===== src/rtl/wb_write_ctrl_pkg.sv =====
// Pipeline-wide register file constants and the writeback entry type.
// Shared by the writeback controller, the register file and decode.
package wb_write_ctrl_pkg;

  localparam int unsigned DATA_W   = 9;
  localparam int unsigned ADDR_W   = 2;
  localparam int unsigned NUM_REGS = 1 << ADDR_W;

  typedef struct packed {
    logic [ADDR_W-1:0] addr;
    logic [DATA_W-1:0] data;
  } wb_entry_t;

endpackage


===== src/rtl/wb_write_ctrl_fifo.sv =====
// Result FIFO for the writeback controller: storage, pointers and occupancy.
// Every slot is exported with a valid bit so the parent can bypass pending values.
module wb_fifo
  import wb_write_ctrl_pkg::*;
#(
  parameter type         entry_t = wb_entry_t,
  parameter int unsigned DEPTH   = 2,
  localparam int unsigned PTR_W  = (DEPTH > 1) ? $clog2(DEPTH) : 1,
  localparam int unsigned CNT_W  = PTR_W + 1
) (
  input  logic                   clk_i,
  input  logic                   rst_i,
  input  logic                   push_i,
  input  entry_t                 entry_i,
  input  logic                   pop_i,
  output logic                   full_o,
  output logic                   empty_o,
  output logic [PTR_W-1:0]       head_o,
  output entry_t                 head_entry_o,
  output entry_t [DEPTH-1:0]     slots_o,
  output logic   [DEPTH-1:0]     valid_o
);

  entry_t [DEPTH-1:0] mem_q;
  logic   [PTR_W-1:0] head_q, head_d;
  logic   [PTR_W-1:0] tail_q, tail_d;
  logic   [CNT_W-1:0] count_q, count_d;
  logic               push_en, pop_en;

  // Occupancy flags come from registered count only, so a pop in the same
  // cycle never frees room for a push.
  assign full_o  = (count_q == CNT_W'(DEPTH));
  assign empty_o = (count_q == '0);
  assign push_en = push_i && !full_o;
  assign pop_en  = pop_i && !empty_o;

  always_comb begin
    head_d  = head_q;
    tail_d  = tail_q;
    count_d = count_q;
    if (push_en) tail_d = tail_q + PTR_W'(1);
    if (pop_en)  head_d = head_q + PTR_W'(1);
    case ({push_en, pop_en})
      2'b10:   count_d = count_q + CNT_W'(1);
      2'b01:   count_d = count_q - CNT_W'(1);
      default: count_d = count_q;
    endcase
  end

  always_ff @(posedge clk_i) begin
    if (rst_i) begin
      head_q  <= '0;
      tail_q  <= '0;
      count_q <= '0;
    end else begin
      head_q  <= head_d;
      tail_q  <= tail_d;
      count_q <= count_d;
    end
  end

  always_ff @(posedge clk_i) begin
    if (push_en) mem_q[tail_q] <= entry_i;
  end

  // A slot is live when its distance from head (mod DEPTH) is below count.
  always_comb begin
    logic [PTR_W-1:0] off;
    valid_o = '0;
    for (int unsigned i = 0; i < DEPTH; i++) begin
      off        = PTR_W'(i) - head_q;
      valid_o[i] = (CNT_W'(off) < count_q);
    end
  end

  assign head_o       = head_q;
  assign head_entry_o = mem_q[head_q];
  assign slots_o      = mem_q;

endmodule


===== src/rtl/wb_write_ctrl.sv =====
// Writeback controller: buffers execute results, drains one per cycle to the
// register file, bypasses pending values to both read ports and flags hazards.
module wb_write_ctrl
  import wb_write_ctrl_pkg::*;
#(
  parameter int unsigned DATA_W = wb_write_ctrl_pkg::DATA_W,
  parameter int unsigned ADDR_W = wb_write_ctrl_pkg::ADDR_W,
  parameter int unsigned DEPTH  = 2
) (
  input  logic                      clk,
  input  logic                      rst,
  input  logic                      res_valid,
  output logic                      res_ready,
  input  logic [ADDR_W-1:0]         res_addr,
  input  logic [DATA_W-1:0]         res_data,
  input  logic                      wb_hold,
  output logic                      wr_en,
  output logic [ADDR_W-1:0]         wr_addr,
  output logic [DATA_W-1:0]         wr_data,
  input  logic [ADDR_W-1:0]         rd0_addr,
  input  logic [ADDR_W-1:0]         rd1_addr,
  input  logic [DATA_W-1:0]         rd0_rf_data,
  input  logic [DATA_W-1:0]         rd1_rf_data,
  output logic [DATA_W-1:0]         rd0_data,
  output logic [DATA_W-1:0]         rd1_data,
  output logic [(1<<ADDR_W)-1:0]    pend,
  output logic                      empty
);

  localparam int unsigned NREGS = 1 << ADDR_W;
  localparam int unsigned PTR_W = (DEPTH > 1) ? $clog2(DEPTH) : 1;

  typedef struct packed {
    logic [ADDR_W-1:0] addr;
    logic [DATA_W-1:0] data;
  } entry_t;

  entry_t               push_entry, head_entry;
  entry_t [DEPTH-1:0]   slots;
  logic   [DEPTH-1:0]   slot_valid;
  logic   [PTR_W-1:0]   head;
  logic                 fifo_full, fifo_empty, pop;

  logic                 wr_en_q, wr_en_d;
  logic [ADDR_W-1:0]    wr_addr_q, wr_addr_d;
  logic [DATA_W-1:0]    wr_data_q, wr_data_d;

  assign push_entry = '{addr: res_addr, data: res_data};
  assign pop        = !fifo_empty && !wb_hold;

  wb_fifo #(
    .entry_t (entry_t),
    .DEPTH   (DEPTH)
  ) u_fifo (
    .clk_i        (clk),
    .rst_i        (rst),
    .push_i       (res_valid),
    .entry_i      (push_entry),
    .pop_i        (pop),
    .full_o       (fifo_full),
    .empty_o      (fifo_empty),
    .head_o       (head),
    .head_entry_o (head_entry),
    .slots_o      (slots),
    .valid_o      (slot_valid)
  );

  always_comb begin
    wr_en_d   = pop;
    wr_addr_d = wr_addr_q;
    wr_data_d = wr_data_q;
    if (pop) begin
      wr_addr_d = head_entry.addr;
      wr_data_d = head_entry.data;
    end
  end

  always_ff @(posedge clk) begin
    if (rst) begin
      wr_en_q   <= 1'b0;
      wr_addr_q <= '0;
      wr_data_q <= '0;
    end else begin
      wr_en_q   <= wr_en_d;
      wr_addr_q <= wr_addr_d;
      wr_data_q <= wr_data_d;
    end
  end

  // Walk slots oldest to youngest from head so the youngest match wins;
  // the in-flight wr_* register sits below every FIFO entry.
  always_comb begin
    logic [PTR_W-1:0] idx;
    rd0_data = rd0_rf_data;
    rd1_data = rd1_rf_data;
    if (wr_en_q && (wr_addr_q == rd0_addr)) rd0_data = wr_data_q;
    if (wr_en_q && (wr_addr_q == rd1_addr)) rd1_data = wr_data_q;
    for (int unsigned k = 0; k < DEPTH; k++) begin
      idx = head + PTR_W'(k);
      if (slot_valid[idx] && (slots[idx].addr == rd0_addr)) rd0_data = slots[idx].data;
      if (slot_valid[idx] && (slots[idx].addr == rd1_addr)) rd1_data = slots[idx].data;
    end
  end

  always_comb begin
    pend = '0;
    if (wr_en_q) pend[wr_addr_q] = 1'b1;
    for (int unsigned i = 0; i < DEPTH; i++) begin
      if (slot_valid[i]) pend[slots[i].addr] = 1'b1;
    end
  end

  assign res_ready = !fifo_full;
  assign empty     = fifo_empty && !wr_en_q;
  assign wr_en     = wr_en_q;
  assign wr_addr   = wr_addr_q;
  assign wr_data   = wr_data_q;

endmodule

===== config.mk =====
export PLATFORM = sky130hd
export DESIGN_NAME = wb_write_ctrl
export DESIGN_NICKNAME = d
export VERILOG_FILES = /design/src/rtl/wb_write_ctrl_pkg.sv /design/src/rtl/wb_write_ctrl_fifo.sv /design/src/rtl/wb_write_ctrl.sv
export SDC_FILE = /design/constraint.sdc
export NUM_CORES = 1
export LEC_CHECK = 0
export ABC_AREA = 0
export BUFFER_PORTS_ARGS = -buffer_cell sky130_fd_sc_hd__clkbuf_2
export CORE_UTILIZATION = 25
export DETAILED_ROUTE_END_ITERATION = 12
export GPL_TIMING_DRIVEN = 0
export HOLD_SLACK_MARGIN = 0.1
export MAX_ROUTING_LAYER = met4
export PLACE_DENSITY = 0.52
export SETUP_SLACK_MARGIN = 0.05
export SLEW_MARGIN = 5
export SYNTH_ARGS = -nofsm -noshare
export SYNTH_HDL_FRONTEND = slang
export SYNTH_SLANG_ARGS = --single-unit

===== constraint.sdc =====
create_clock -name clk -period 4.54 [get_ports clk]
set_input_delay 0.908 -clock clk [delete_from_list [all_inputs] [get_ports clk]]
set_output_delay 0.908 -clock clk [all_outputs]
set_load 0.1 [all_outputs]

# ---- After elaboration in Yosys (flattened, before gate mapping)
# Cells that the tools add are included.
dict set report op_classes {
  add_sub_neg 6
  n_lt_le_gt_ge 12
  eq_ne 9
  n_mux 27
  n_bitwise 2
  n_reduce_logical 20
}
# operator count
set ops {}
lappend ops {{$mux 11} 5}
lappend ops {{$mux 9} 6}
lappend ops {{$bwmux 22} 1}
lappend ops {{$logic_and 1x1->1} 14}
lappend ops {{$eq 2x2->1} 6}
lappend ops {{$mux 4} 3}
lappend ops {{$demux 11 s1} 1}
lappend ops {{$lt 2x3->1 const B} 3}
lappend ops {{$or 4x4->4} 2}
lappend ops {{$mux 1} 7}
lappend ops {{$demux 1 s2} 3}
lappend ops {{$ge 2x1->1 const B} 3}
lappend ops {{$lt 1x2->1 const B} 3}
lappend ops {{$eq 2x2->1 const B} 2}
lappend ops {{$logic_not 1->1} 4}
lappend ops {{$lt 1x2->1} 2}
lappend ops {{$pmux 2 s2} 1}
lappend ops {{$add 1x1->1 const B} 2}
lappend ops {{$add 2x1->2 const B} 1}
lappend ops {{$eq 2x1->1 const B} 1}
lappend ops {{$logic_not 2->1} 1}
lappend ops {{$reduce_bool 2->1} 1}
lappend ops {{$sub 1x1->1 const A} 2}
lappend ops {{$sub 2x1->2 const B} 1}
lappend ops {{$ge 1x1->1 const B} 1}
dict set report totals {
  ff_bits 38
  input_bits 37
  out_inout_bits 36
  wordCells 86
}

# ---- Longest topological paths before layout
dict set report logic_depth {
  ltp_word 9
  depth_mapped 8
  depth_no_buf 6
}

# ---- Modules after synthesis
# From an unflattened synthesis, not the netlist that was laid out.
dict set report unflattened {
  hier_cells 266
  hier_area_um2 2527.4
}
# module n_inst cells_each area_each_um2 seq_area_each_um2
set modules_own_cells {}
lappend modules_own_cells {wb_write_ctrl 1 204 1498.9 240.2}
lappend modules_own_cells {wb_fifo 1 62 1028.5 740.7}

# ---- Least setup slack after synthesis
# Ideal clock, no wire load.
dict set report synth_timing {
  path_type {register to output}
  from {register wr_addr_q[1] (netlist: wr_addr[1])}
  to {output port rd1_data[1]}
  t_arrival_ps 5173
  required_time_ps 3632
  path_slack_ps -1541
  path_stages_with_launch 8
  path_buffers 2
  cell_sequence {dfxtp_1 > buf_2 > xnor2_1 > nand3_1 > buf_2 > mux2i_1 > and3_1 > nor4b_1}
}
dict set report synth_via {
  elab_chain_cells 5
}
# element line_no
set synth_lines {}
lappend synth_lines {{start: declaration} wb_write_ctrl.sv:45} ;# logic [ADDR_W-1:0] wr_addr_q, wr_addr_d;
lappend synth_lines {{start signal: assignment} wb_write_ctrl.sv:85} ;# wr_addr_q <= wr_addr_d;
lappend synth_lines {{$eq 2x2->1} wb_write_ctrl.sv:97} ;# if (wr_en_q && (wr_addr_q == rd1_addr)) rd1_data = wr_data_q;
lappend synth_lines {{$logic_and 1x1->1} wb_write_ctrl.sv:97}
lappend synth_lines {{$mux 9} wb_write_ctrl.sv:97}
lappend synth_lines {{$mux 9 (2 in a row)} wb_write_ctrl.sv:101} ;# if (slot_valid[idx] && (slots[idx].addr == rd1_addr)) rd1_data = slots[idx].data;
lappend synth_lines {{end: declaration} wb_write_ctrl.sv:25} ;# output logic [DATA_W-1:0] rd1_data,
# No other way between the ends.

# ---- Final worst setup path
dict set report layout_timing {
  from {input port rd0_addr[1]}
  to {output port rd0_data[0]}
}
dict set report layout_via {
  elab_chain_cells 5
  elab_cells_between_ends 9
  cone_classes {eq/ne (3); mux (3); reduce/logical (3)}
}
# element line_no
set layout_lines {}
lappend layout_lines {{start: declaration} wb_write_ctrl.sv:20} ;# input logic [ADDR_W-1:0] rd0_addr,
lappend layout_lines {{$eq 2x2->1} wb_write_ctrl.sv:96} ;# if (wr_en_q && (wr_addr_q == rd0_addr)) rd0_data = wr_data_q;
lappend layout_lines {{$logic_and 1x1->1} wb_write_ctrl.sv:96}
lappend layout_lines {{$mux 9} wb_write_ctrl.sv:96}
lappend layout_lines {{$mux 9} wb_write_ctrl.sv:100} ;# if (slot_valid[idx] && (slots[idx].addr == rd0_addr)) rd0_data = slots[idx].data;
lappend layout_lines {{$mux 9 (*)} wb_write_ctrl.sv:100}
lappend layout_lines {{end: declaration} wb_write_ctrl.sv:24} ;# output logic [DATA_W-1:0] rd0_data,
# Mark *: on every way between the ends. The rest lies on a longest branch, timed or not.

==> flow_summary.yaml <==
clocking:
  hold_buffers: 0
  cts.path.max_buffers: 2
  clk_latency_ns: 0.29
  cts_tree: "yes"
  cts_root_buffer: "clkbuf_8"
  cts.htree.levels: 2
  post_cts_buffers: 0
  cts_resized: 0
  path_clk_slew_ns: 0.08
  clock-sinks: 38
  cts_buffers: 5
yosys:
  ys_seq_area_frac: 0.382
  synth_compound_area_frac: 0.108
  yosys-mux-area-fraction: 0.150
  synthAdderAreaFrac: 0.00487
  synth_seq_cells: 38
  synth_area_per_cell_um2: 8.99
  ys_top_cells_by_area: "edfxtp_1 26%, dfxtp_1 12%, mux2i_1 10%"
  syn_nets: 324
  yosys.area.top_type: "edfxtp_1"
  synthCells: 286
  yosys.area_share.simple: 0.255
  synth_top_family_by_area: "simple AND/OR/NAND/NOR gates"
  yosysTopAreaCellShare: 0.257
  syn-cell-area_um2: 2570
  synth-xor-area-share: 0.0511
  yosysUniqueCellTypes: 32
  yosys_warnings: 0
timing:
  setup_slack_ns: 0.835
  finalCriticalPeriod_ns: 3.70
  period_share: 0.816
  finalHoldViolations: 0
  rsz0062_at_grt: "no"
  final_max_slew_viol_count: 0
  slew_headroom: 0.369
  worst_pin_slew_ns: 0.943
  finalSetupViolCount: 0
  clock_skew_ns: 0.00738
  fmax_mhz: 270
placed_design:
  numPortBuffers: 71
  dp_hpwl_um: 6190
  gp_congestion: 0.892
  dp_cells: 490
  dp_slack_ns: 0.851
worst_setup_path:
  startpoint_type: "input pin"
  path_buf_inv: 2
  worst-path-stages: 7
  critical_path_class: "in -> out"
  crit_slowest_cell: "clkbuf_2"
  path_max_fanout: 9
  cp_top_family: "simple AND/OR/NAND/NOR gates"
  required_ns: 3.63
  critPathCaptureType: "output port"
  crit_chain: "clkbuf_2, xnor2_1, nand3_1, mux2_2, nor3_1, nor3_2, clkbuf_2"
  arrival_ns: 2.80
  max_stage_delay_ns: 0.50
  rr_worst_depth: 7
  cp_common_cell: "clkbuf_2"
cells_and_area:
  diodes: 0
  syn2layout_area_growth_pct: 29.1
  layout_common_cells: "71 x clkbuf_2, 46 x nor2_1, 26 x mux2i_1, 22 x edfxtp_1, 21 x a211oi_1"
  final_nets: 402
  final_common_cell: "clkbuf_2"
  stdcell_count: 498
  final_layout_size_suffix_gt1_frac: 0.340
die:
  core-area_um2: 9860
  fp-row-count: 36
  die_w_um: 103
  die_area_um2: 10700
  initial_core_util: 0.261
  die_y_um: 103
  num_io_pins: 73
global_routing:
  grt_first_pass_wirelength_um: 11700
  grt-ovfl-total: 0
  track_usage: 0.151
  antenna_found_initial: 0
  grt_max_degree: 13
  grt_pass1_vias: 2278
job:
  drv_cap: 0
hold_path:
  min_path_type: "reg -> reg"
  hold_depth: 2
route:
  wl_um: 7850
  drtIter0Drc: 90
  final_antenna_net_count: 0
  num_vias: 2411
  firstDrtPassIters: 4
  wire_per_inst_um: 15.8
  drc_errors: 0
  via_per_inst: 4.84
run_status:
  outcome: "complete, no violations"
state kept, by name, indices dropped and copies added (netlist names):
signal	cells
u_fifo.slots_o	22
wr_data	9
u_fifo.tail_q	1
wr_addr	2
u_fifo.count_q	2
u_fifo.head_o	1
wr_en	1
final timing paths:
check | from | to | slack, ns
setup / recovery | rd0_addr[1] | rd0_data[0] | 0.84
hold / removal | u_fifo.tail_q$_SDFFE_PP0N_ | u_fifo.tail_q$_SDFFE_PP0N_ | 0.54
setup reg to reg | u_fifo.count_q[1]$_SDFFE_PP0P_ | u_fifo.count_q[1]$_SDFFE_PP0P_ | 2.11
hold reg to reg | u_fifo.tail_q$_SDFFE_PP0N_ | u_fifo.tail_q$_SDFFE_PP0N_ | 0.54
metrics by stage:
stage	TNS, ns	utilization	cell area, um2	hold slack (ns)
after detailed placement	0	0.322	3180	0.523
final	0	0.336	3320	0.540
after global routing	0	0.336	3320	0.572
after floorplan	-0.156	-	2660	0.493
after CTS	0	0.336	3320	0.545
after global placement	0	0.322	3180	0.512
cell type report:
| type | instances | area (um2) |
|---|---|---|
| fill | 1025 | 6550 |
| clock inverter | 1 | 30.0 |
| multi-input combinational | 221 | 1550 |
| sequential | 38 | 981 |
| clock buffer | 7 | 108 |
| buffer | 24 | 114 |
| tap | 133 | 166 |
| timing repair buffer | 71 | 355 |
| inverter | 3 | 11.3 |
kinds of logic after synthesis:
logic type               count (synthesis)
AO/OA/AOI/OAI                           41
XOR/XNOR                                15
adder cells (fa/ha/maj)                  1
buffers and inverters                   27
flip-flops                              38
multiplexers                            37
AND/OR/NAND/NOR                        127
layer usage:
metal  vias up  share of wire  track usage
li1       1207              -            -
met1      1136           0.44        0.185
met2        66           0.50        0.249
met3         2          0.058       0.0228
met4         0         0.0036       0.0563
met5         -              0            -
worst min-delay path: cells and delay by family (launching register included):
| family | cells | cell delay (ns) |
|---|---|---|
| DFF | 1 | 0.36 |
| and+or+nand+nor | 1 | 0.07 |
| xor gates and xnor gates | 1 | 0.08 |
cells in the mapped netlist:
cell and number:
a32oi_1 2, nor3_1 17, xnor2_1 6, nor2_1 46, nand3_1 12, mux2i_1 26
buf_6 1, ha_1 1, o211ai_1 4, xor2_1 9, nor4_1 8, mux2i_2 1
edfxtp_1 22, nor4b_2 2, dfxtp_1 16, and3_1 17, or3_1 2, nand3b_1 1
inv_1 3, o21ai_0 11, or2_2 6, a21oi_1 2, and2_1 1, buf_2 13
nand2_1 5, mux2_2 10, nor4b_1 2, nand2b_1 7, clkbuf_1 10, a211oi_1 21
a21o_1 1, nor3b_1 1
Power is not shown: default switching activity piles up to over one toggle a cycle in this logic, so the estimate is an artifact.
